### src/rtl/reg_wb_pkg.sv
// Shared constants and types for the register-file writeback arbiter.
package reg_wb_pkg;

    localparam int DATA_W   = 64;
    localparam int ADDR_W   = 5;
    localparam int ZERO_REG = 31;
    localparam int NUM_REGS = 32;

    // One writeback request as seen by the register file write port.
    typedef struct packed {
        logic [ADDR_W-1:0] dest;
        logic [DATA_W-1:0] data;
    } wb_req_t;

endpackage

### src/rtl/reg_wb_arbiter_if.sv
// Writeback bus: requester-side valid/ready requests plus the register file
// write port and the in-flight write mask.
//
// Handshake: requester i transfers in a cycle where req_valid[i] and
// req_ready[i] are both high at the rising edge (and reset is low).
// req_ready is at most one-hot and depends only on req_valid and the
// arbiter's priority pointer; a requester must hold its request until it
// sees ready.
interface reg_wb_arbiter_if #(
    parameter int NUM_REQ = 2,
    parameter int DATA_W  = reg_wb_pkg::DATA_W,
    parameter int ADDR_W  = reg_wb_pkg::ADDR_W
);
    import reg_wb_pkg::*;

    logic [NUM_REQ-1:0]        req_valid;
    logic [NUM_REQ*ADDR_W-1:0] req_dest;
    logic [NUM_REQ*DATA_W-1:0] req_data;
    logic [NUM_REQ-1:0]        req_ready;
    logic                      reg_write;
    logic [ADDR_W-1:0]         reg_write_dest;
    logic [DATA_W-1:0]         reg_write_data;
    logic [NUM_REGS-1:0]       wb_pending_mask;

    // Requester / register-file side.
    modport master (
        output req_valid, req_dest, req_data,
        input  req_ready, reg_write, reg_write_dest, reg_write_data,
        input  wb_pending_mask
    );

    // Arbiter side.
    modport slave (
        input  req_valid, req_dest, req_data,
        output req_ready, reg_write, reg_write_dest, reg_write_data,
        output wb_pending_mask
    );

endinterface

### src/rtl/reg_wb_arbiter_rr_arbiter.sv
// Combinational round-robin arbiter: first valid requester at or after the
// pointer wins; next_ptr is the slot just past the winner. The pointer
// register itself lives in the parent.
module rr_arbiter #(
    parameter int NUM_REQ = 2,
    parameter int PTR_W   = 1
) (
    input  logic [NUM_REQ-1:0] valid,
    input  logic [PTR_W-1:0]   ptr,
    output logic [NUM_REQ-1:0] grant,
    output logic [PTR_W-1:0]   next_ptr
);

    logic found;

    // Scan offsets 0..NUM_REQ-1 from ptr and grant the first valid requester.
    always_comb begin
        grant    = '0;
        next_ptr = ptr;
        found    = 1'b0;
        for (int k = 0; k < NUM_REQ; k++) begin
            for (int i = 0; i < NUM_REQ; i++) begin
                if (!found && valid[i] && (i == (int'(ptr) + k) % NUM_REQ)) begin
                    grant[i] = 1'b1;
                    next_ptr = PTR_W'((i + 1) % NUM_REQ);
                    found    = 1'b1;
                end
            end
        end
    end

endmodule

### src/rtl/reg_wb_arbiter.sv
// Shares the register file's single write port among NUM_REQ writeback
// requesters: round-robin grant, one registered output stage, and a one-hot
// mask of the register currently being written.
module reg_wb_arbiter #(
    parameter int NUM_REQ  = 2,
    parameter int DATA_W   = reg_wb_pkg::DATA_W,
    parameter int ADDR_W   = reg_wb_pkg::ADDR_W,
    parameter int ZERO_REG = reg_wb_pkg::ZERO_REG
) (
    input  logic             clk,
    input  logic             reset,
    reg_wb_arbiter_if.slave  bus,
    output logic [1:0]       dbg_ptr
);
    import reg_wb_pkg::*;

    localparam int PTR_W = (NUM_REQ > 2) ? 2 : 1;

    logic [NUM_REQ-1:0] grant;
    logic [PTR_W-1:0]   next_ptr;
    logic [ADDR_W-1:0]  sel_dest;
    logic [DATA_W-1:0]  sel_data;

    logic [PTR_W-1:0]   ptr_q, ptr_d;
    logic               reg_write_q, reg_write_d;
    logic [ADDR_W-1:0]  dest_q, dest_d;
    logic [DATA_W-1:0]  data_q, data_d;

    rr_arbiter #(
        .NUM_REQ (NUM_REQ),
        .PTR_W   (PTR_W)
    ) u_rr (
        .valid    (bus.req_valid),
        .ptr      (ptr_q),
        .grant    (grant),
        .next_ptr (next_ptr)
    );

    assign bus.req_ready = grant;

    // Select the granted requester's dest/data slice.
    always_comb begin
        sel_dest = '0;
        sel_data = '0;
        for (int i = 0; i < NUM_REQ; i++) begin
            if (grant[i]) begin
                sel_dest = bus.req_dest[i*ADDR_W +: ADDR_W];
                sel_data = bus.req_data[i*DATA_W +: DATA_W];
            end
        end
    end

    // Next pointer and output stage; writes to the zero register are
    // handshaken but never reach the register file.
    always_comb begin
        ptr_d       = ptr_q;
        reg_write_d = 1'b0;
        dest_d      = dest_q;
        data_d      = data_q;
        if (|grant) begin
            ptr_d       = next_ptr;
            dest_d      = sel_dest;
            data_d      = sel_data;
            reg_write_d = (sel_dest != ADDR_W'(ZERO_REG));
        end
    end

    // State registers; reset drops any in-flight write.
    always_ff @(posedge clk) begin
        if (reset) begin
            ptr_q       <= '0;
            reg_write_q <= 1'b0;
            dest_q      <= '0;
            data_q      <= '0;
        end else begin
            ptr_q       <= ptr_d;
            reg_write_q <= reg_write_d;
            dest_q      <= dest_d;
            data_q      <= data_d;
        end
    end

    // Decode the in-flight mask from registered outputs only.
    always_comb begin
        bus.wb_pending_mask = '0;
        for (int r = 0; r < NUM_REGS; r++) begin
            bus.wb_pending_mask[r] = reg_write_q && (dest_q == ADDR_W'(r));
        end
    end

    assign bus.reg_write      = reg_write_q;
    assign bus.reg_write_dest = dest_q;
    assign bus.reg_write_data = data_q;
    assign dbg_ptr            = 2'(ptr_q);

endmodule

### src/flat_wrapper.sv
// flat-port wrapper written by rule: the top's interface ports become plain ports
module reg_wb_arbiter_flat import reg_wb_pkg::*;
#(
    parameter int NUM_REQ  = 2,
    parameter int DATA_W   = reg_wb_pkg::DATA_W,
    parameter int ADDR_W   = reg_wb_pkg::ADDR_W,
    parameter int ZERO_REG = reg_wb_pkg::ZERO_REG
)
  (clk, reset, dbg_ptr, bus_req_valid, bus_req_dest, bus_req_data, bus_req_ready, bus_reg_write, bus_reg_write_dest, bus_reg_write_data, bus_wb_pending_mask);
  reg_wb_arbiter_if #(.NUM_REQ(NUM_REQ), .DATA_W(DATA_W), .ADDR_W(ADDR_W)) bus_i ();
  input  logic clk;
  input  logic reset;
  output logic [1:0] dbg_ptr;
  input wire logic [$bits(bus_i.req_valid)-1:0] bus_req_valid;
  input wire logic [$bits(bus_i.req_dest)-1:0] bus_req_dest;
  input wire logic [$bits(bus_i.req_data)-1:0] bus_req_data;
  output wire logic [$bits(bus_i.req_ready)-1:0] bus_req_ready;
  output wire logic [$bits(bus_i.reg_write)-1:0] bus_reg_write;
  output wire logic [$bits(bus_i.reg_write_dest)-1:0] bus_reg_write_dest;
  output wire logic [$bits(bus_i.reg_write_data)-1:0] bus_reg_write_data;
  output wire logic [$bits(bus_i.wb_pending_mask)-1:0] bus_wb_pending_mask;
  assign bus_i.req_valid = bus_req_valid;
  assign bus_i.req_dest = bus_req_dest;
  assign bus_i.req_data = bus_req_data;
  assign bus_req_ready = bus_i.req_ready;
  assign bus_reg_write = bus_i.reg_write;
  assign bus_reg_write_dest = bus_i.reg_write_dest;
  assign bus_reg_write_data = bus_i.reg_write_data;
  assign bus_wb_pending_mask = bus_i.wb_pending_mask;
  reg_wb_arbiter #(.NUM_REQ(NUM_REQ), .DATA_W(DATA_W), .ADDR_W(ADDR_W), .ZERO_REG(ZERO_REG)) u_core (.clk(clk), .reset(reset), .bus(bus_i), .dbg_ptr(dbg_ptr));
endmodule
### config.mk
export PLATFORM = sky130hd
export DESIGN_NAME = reg_wb_arbiter_flat
export DESIGN_NICKNAME = d
export VERILOG_FILES = /design/src/rtl/reg_wb_pkg.sv /design/src/rtl/reg_wb_arbiter_if.sv /design/src/rtl/reg_wb_arbiter_rr_arbiter.sv /design/src/rtl/reg_wb_arbiter.sv /design/src/flat_wrapper.sv
export SDC_FILE = /design/constraint.sdc
export NUM_CORES = 1
export LEC_CHECK = 0
export CORE_AREA = 4 4 94 96
export CTS_CLUSTER_DIAMETER = 200
export DETAILED_ROUTE_END_ITERATION = 16
export DIE_AREA = 0 0 98 100
export DONT_BUFFER_PORTS = 1
export REMOVE_ABC_BUFFERS = 1
export SYNTH_ARGS = -nofsm -noshare
export SYNTH_HDL_FRONTEND = slang
export SYNTH_SLANG_ARGS = --single-unit
### constraint.sdc
create_clock -name clk -period 1.3 [get_ports clk]
set_input_delay 0.195 -clock clk [delete_from_list [all_inputs] [get_ports clk]]
set_output_delay 0.195 -clock clk [all_outputs]
set_load 0.02 [all_outputs]
==> impl_results.md, run 1 <==
- Status: finished with violations
- Failing checks: negative setup slack
- Pwr dens: 1140 mW/mm²
- Max-Cap Viols: 0
- Synth Warn #: 0
- Max Fclk: between 600 and 700 MHz
- DR pass1 iterations: 5
- Setup crit end: bus_wb_pending_mask[21]
- Largest net degree at the start of global routing: 200
- # IOs: around 250
- Worst Setup SP: u_core.bus.reg_write
- Yosys reg bits: between 70 and 80
- R2R setup slack: -0.05 ns
- CTS tree: yes
- Final worst slack: -0.239 ns
- CP max FO: 4
- Setup violations, final: 34
- Worst Path Arrival: roughly 1.3 ns
- H-Tree Depth: 3
- Port buffer count: 0
- Die Span Y: about 100 µm
- Max Transition Viols Final: 0
- Drt drc: 0
- Clk sinks: 71
- WL final: 13,100 µm
- Reg2reg end: u_core.bus.reg_write
- Area delta synth->final: 21.8%
- Num rows: 33
- R2R depth: 5
- Distinct cells, synth: 25
- Period utilization: 118%
- Antenna-violating nets left: 0
- Clock Latency Late Sink: between 0.3 and 0.4 ns
- N_diodes: 0
- Fillers: 720
- Leak: 2.08 nW
- CTS buffer count: 9
- First-pass GRT wire length: between 15,000 and 20,000 µm
- TNS Setup: -6.78 ns
- Clk buf depth: 2
- Routed wire per std cell: slightly above 20 µm
- Vias: 4,010
- Worst hold-check path type: in2reg
- RSZ-0062 raised after global routing: yes
- Die footprint: slightly below 0.01 mm²
- Vias in the first global route: 3,798
- Worst Skew: 0.0105 ns
- Core box area: slightly above 0.008 mm²
- Die X: 98 µm
- Worst ir drop on vdd: between 0.5 and 0.6 mV
- Routability cong.: roughly 0.92
- Post-Synthesis Cell Area: just under 0.004 mm²
- Slowest CP cell: dfxtp_2
- Reg clk slew, reported paths: about 0.080 ns
- Root buf cell: clkbuf_8
- Via-to-Cell Ratio: ~6.2
- DP Area: about 0.0042 mm²
- Final Net Count: approximately 680
- Data required, critical path: roughly 1.1 ns
- Setup CP Type: reg2out
- WHS Path Cells: 2
- Slowest Stage Delay on Critical Path: 0.35 ns
- Post-DP HPWL: 8300 µm
- Register area share after synthesis: between 30% and 40%
- Number of DRC markers in iteration 0: 220
- Finished Cell Area: about 0.0048 mm²
- Gr usage total: about a quarter
- Grt total ovfl: 0
- Setup crit start kind: flip-flop
- Worst r2r src: u_core.ptr_q
- Synthesized instance count: 521
- Post-layout min period: 1.54 ns
- Initial antenna violation count: 0
- Syn avg cell area: between 7 and 8 µm²
- Final hold vios: 0
- Crit path cell chain: nor2b_4, nand3_4, nor2_1, buf_4
- Initial Utilization: about half
- Setup crit end kind: output pin
- Share of cells above drive strength 1: 33.1%
[worst min path at each step]
stage / endpoint / start
after detailed placement: u_core.ptr_q / reset
after floorplan: u_core.bus.reg_write_dest[0] / reset
after global routing: u_core.bus.reg_write_data[10] / reset
final: u_core.bus.reg_write_data[38] / reset
after CTS: u_core.bus.reg_write_data[2] / reset
after global placement: u_core.ptr_q / reset
[per-stage QoR]
step | cells | power (mW) | setup slack [ns] | util [%] | hold slack (ns)
3_5_place_dp | 621 | 3.61 | 0.0383 | 52.4 | 0.277
5_1_grt | 645 | 5.73 | -0.334 | 59.6 | 0.000922
3_3_place_gp | 621 | 3.59 | 0.0721 | 52.4 | 0.273
2_1_floorplan | 465 | 3.36 | -2.32 | - | 0.264
4_1_cts | 641 | 5.41 | -0.209 | 56.7 | 0.00133
6_report | 645 | 5.49 | -0.239 | 59.6 | 0.0189
[where the power goes]
group          switching [mW]  internal [mW]  total (mW)  leakage (nW)
sequential              0.346           2.37        2.71         0.596
combinational           0.520          0.498        1.02          1.40
clock                   0.888          0.869        1.76        0.0871
total                    1.75           3.73        5.49          2.08
[logic make-up after synthesis]
| group | count (synthesis) | share of synthesized area (%) |
|---|---|---|
| DFF | 71 | 36.1 |
| AOI/OAI and AO/OA | 204 | 38.8 |
| buffers and inverters | 121 | 12.4 |
| other | 1 | 0.0953 |
| and+or+nand+nor | 124 | 12.6 |
[sequential cells by signal (all words and copies together) (netlist names)]
signal,flops
u_core.bus.reg_write_data,64
u_core.bus.reg_write_dest,5
u_core.bus.reg_write,1
u_core.ptr_q,1
[critical path: cells and delay by family, from the launching register on]
kind	cells	cell delay [ns]
flops	1	0.35
buf+inv	1	0.15
simple gates	3	0.51
[cell type report]
type / instances / area [µm²] / area share, %
Timing Repair Buffer: 60 / 576 / 12.0
Tap cell: 105 / 131 / 2.74
Multi-Input combinational cell: 329 / 2210 / 46.1
Clock buffer: 9 / 124 / 2.58
Inverter: 65 / 251 / 5.24
Clock inverter: 6 / 62.6 / 1.30
Sequential cell: 71 / 1440 / 30.0
[cell usage after synthesis]
master	count	share of area [%]
nor4_1	1	0.16
nand4_1	1	0.16
nor2_1	100	9.5
a31oi_1	64	10
nor2b_1	3	0.48
a32oi_1	4	0.89
o221a_2	64	18
dfxtp_1	71	36
a21oi_1	68	8.6
or2_2	1	0.16
clkbuf_1	21	2.0
nand2_1	10	0.95
conb_1	1	0.095
nand2b_1	3	0.48
and2_1	1	0.16
inv_2	1	0.095
a22o_1	1	0.22
a222oi_1	1	0.25
o21ai_0	1	0.13
buf_1	14	1.3
a211oi_1	1	0.19
inv_1	64	6.1
buf_2	18	2.3
nand3_1	4	0.51
buf_4	3	0.57
[cell usage in the layout, fill, tap and decap left out, types with 5 or more instances in the layout]
cell type   n
nor2_1     88
a21oi_1    68
inv_1      64
a31oi_1    64
o221a_2    64
dfxtp_1    64
buf_4      38
buf_6      14
clkbuf_8    9
nor2_2      7
nor2_4      5
[metal layers]
layer  GRT usage (%)  vias to the layer above  wire [µm]
met4            11.1                        0        398
met3            7.64                       31       1220
met5               0                        -          0
met2            40.5                      211       6540
met1            27.4                     1858       4990
li1                -                     1910          -
[repair_timing]
item,CTS,global route
gates cloned,0,2
setup endpoints to repair,34,41
hold buffers,2,2
buffers inserted,3,0
gates resized for setup,37,38
endpoints found under the hold margin,8,2
pin swaps,6,9
Note: power is estimated with default switching activity, not from simulation.
==> inputs of run 2 (changes only) <==
ABC_AREA = 1   (was default)
CORE_AREA = 4 4 95 97   (was 4 4 94 96)
CTS_BUF_LIST = sky130_fd_sc_hd__clkbuf_8   (was default)
DIE_AREA = 0 0 99 101   (was 0 0 98 100)
==> impl_results.md, run 2 <==
- Antenna-violating nets left: 0
- Commonest non-fill, non-tap cell in the layout: nand2_1
- Die Span Y: roughly 100 µm
- Initial Utilization: between 40% and 50%
- Synth Warn #: 0
- Vias in the first global route: 3,366
- Data required, critical path: approximately 1.1 ns
- CTS tree: yes
- Setup crit start kind: flip-flop
- Synthesized instance count: approximately 530
- Port buffer count: 0
- Die footprint: 0.0100 mm²
- Utilization after layout: roughly two thirds
- Routability cong.: between 0.9 and 1
- Failing checks: negative hold slack, negative setup slack
- Area delta synth->final: 56.5%
- Max-Cap Viols: 0
- Fin Hold WS: -0.0863 ns
- Final hold vios: 70
- Worst Skew: roughly 0.0062 ns
- Setup WS pre-CTS: between 0.01 and 0.015 ns
- CP max FO: 5
- Worst ir drop on vdd: ~0.7 mV
- WL final: 13,600 µm
- TNS Setup: -7.06 ns
- Largest net degree at the start of global routing: 72
- H-Tree Depth: 3
- Via-to-Cell Ratio: 5.39
- Final Net Count: 727
- Drt drc: 0
- Core box area: a little over 0.008 mm²
- Number of DRC markers in iteration 0: 99
- Clk buf depth: 2
- Fillers: ~690
- Most frequent cells in the layout: nand2_1, nor2_1, nand2_2, dfxtp_1, a21oi_2
- Final cell count without fillers: between 600 and 700
- Worst hold-check path type: in2reg
- Slowest Stage Delay on Critical Path: 0.39 ns
- Max Transition Viols Final: 0
- # IOs: 248
- Ys async rst share: 0%
- Post-layout min period: 1.53 ns
- Crit path cell chain: inv_2, nor2_4, nand2_2, nor2_2, buf_4
- Die X: between 90 and 100 µm
- Worst Path Arrival: between 1 and 1.5 ns
- Vias: about 3.7k
- Synth top area share: between 40 and 50%
- Max FFs per register: 64
- Gr usage total: a little over a fifth
- DR pass1 iterations: 4
- Register area share after synthesis: a little over two fifths
- Syn avg cell area: ~6.3 µm²
- Root buf cell: clkbuf_8
- Num rows: 33
- First-pass GRT wire length: 16,800 µm
- Setup CP Type: reg2out
- Yosys reg bits: 71
- Clock Latency Late Sink: between 0.3 and 0.4 ns
- Max Fclk: 653 MHz
- Period utilization: 118%
- Distinct cells, synth: 15
- Routed wire per std cell: 19.6 µm
- Post-synth EDFFs: 0
- Top-count cell post-synth: nand2_1
- Post-DP HPWL: approximately 7400 µm
- Setup violations, final: 94
- Pwr Total: around 6.1 mW
- Clk sinks: 71
- Dpl cells: approximately 650
- Grt total ovfl: 0
- Pwr dens: 1150 mW/mm²
- Share of cells above drive strength 1: 47.2%
- Slowest CP cell: dfxtp_4
- Final worst slack: -0.232 ns
- Setup crit end kind: output pin
- Biggest area consumer among synthesized cells: dfxtp_1
- CTS buffer count: 9
- Reg clk slew, reported paths: 0.08 ns
- Commonest cells in the synthesized netlist: nand2_1, nor2_1, dfxtp_1
- Post-Synthesis Cell Area: around 0.0034 mm²
- N_diodes: 0
- Initial antenna violation count: 0
- RSZ-0062 raised after global routing: yes
- Status: finished with violations
- Leak: 2.38 nW
- Prevailing post-synth register cell: dfxtp_1
- Synth top area cells: dfxtp_1, nand2_1, nor2_1, a21oi_1, buf_6
==> run 2: metal layers <==
metal,global-route usage [%],routed length (µm),up-vias
met5,0,0,-
met4,9.87,494,0
met3,5.74,1140,41
met2,38.0,7080,214
met1,23.3,4900,1734
li1,-,-,1754
==> run 2: logic make-up (layout without fill, tap and decap cells) <==
family / Yosys count / after routing / synth area share (%)
compound gates: 71 / 71 / 10.6
simple gates: 343 / 344 / 39.0
flops: 71 / 71 / 42.3
other cells: 1 / 1 / 0.112
buf+inv: 45 / 102 / 8.07
==> run 2: where the power goes <==
| part | internal, mW | leakage (nW) | total [mW] | switching, mW |
|---|---|---|---|---|
| Combinational | 0.652 | 1.69 | 1.42 | 0.772 |
| Sequential | 2.35 | 0.593 | 2.74 | 0.390 |
| Clock | 1.07 | 0.105 | 1.90 | 0.832 |
==> run 2: worst max-delay path, delay by kind of cell, from the launching register on <==
kind                   cells  cell delay, ns
buffers and inverters      2            0.20
AND/OR/NAND/NOR            3            0.40
flip-flops                 1            0.39
==> run 2: worst paths after layout <==
path / from / endpoint / slack [ns] / cells after the start
setup / recovery: u_core.bus.reg_write_dest[3] / bus_wb_pending_mask[27] / -0.23 / 5
hold / removal: reset / u_core.bus.reg_write_data[16] / -0.09 / 1
setup reg to reg: u_core.ptr_q / u_core.bus.reg_write_dest[2] / -0.08 / 9
hold reg to reg: u_core.ptr_q / u_core.ptr_q / 0.52 / 2
==> run 2: area by class of cell <==
cell class | instances | area [µm²] | area share [%]
clock inverters | 6 | 86.3 | 1.64
clock buffers | 9 | 124 | 2.35
inverters | 12 | 72.6 | 1.38
well taps | 105 | 131 | 2.50
repair inverters | 1 | 16.3 | 0.309
flip-flops and latches | 71 | 1450 | 27.5
repair buffers | 74 | 1000 | 19.1
multi-input cells | 416 | 2380 | 45.3
==> run 2: timing repair <==
item,CTS,global route
resized for setup,59,201
setup endpoints to repair,34,105
cloned,6,16
pin swaps,9,91
hold endpoints to repair,71,71
setup buffers,5,1
==> run 2: per-stage QoR <==
step	cell area, µm²	hold slack [ns]
after global routing	5260	-0.0979
after global placement	3680	0.273
final	5260	-0.0863
after floorplan	3140	0.264
after detailed placement	3680	0.276
after CTS	4250	-0.100
==> inputs of run 3 (changes only) <==
ABC_AREA = default   (was 1)
CORE_AREA = 4 4 94 96   (was 4 4 95 97)
DIE_AREA = 0 0 98 100   (was 0 0 99 101)
==> results of run 3 <==
The final DEF is identical to that of run 1; final timing and power are the same.
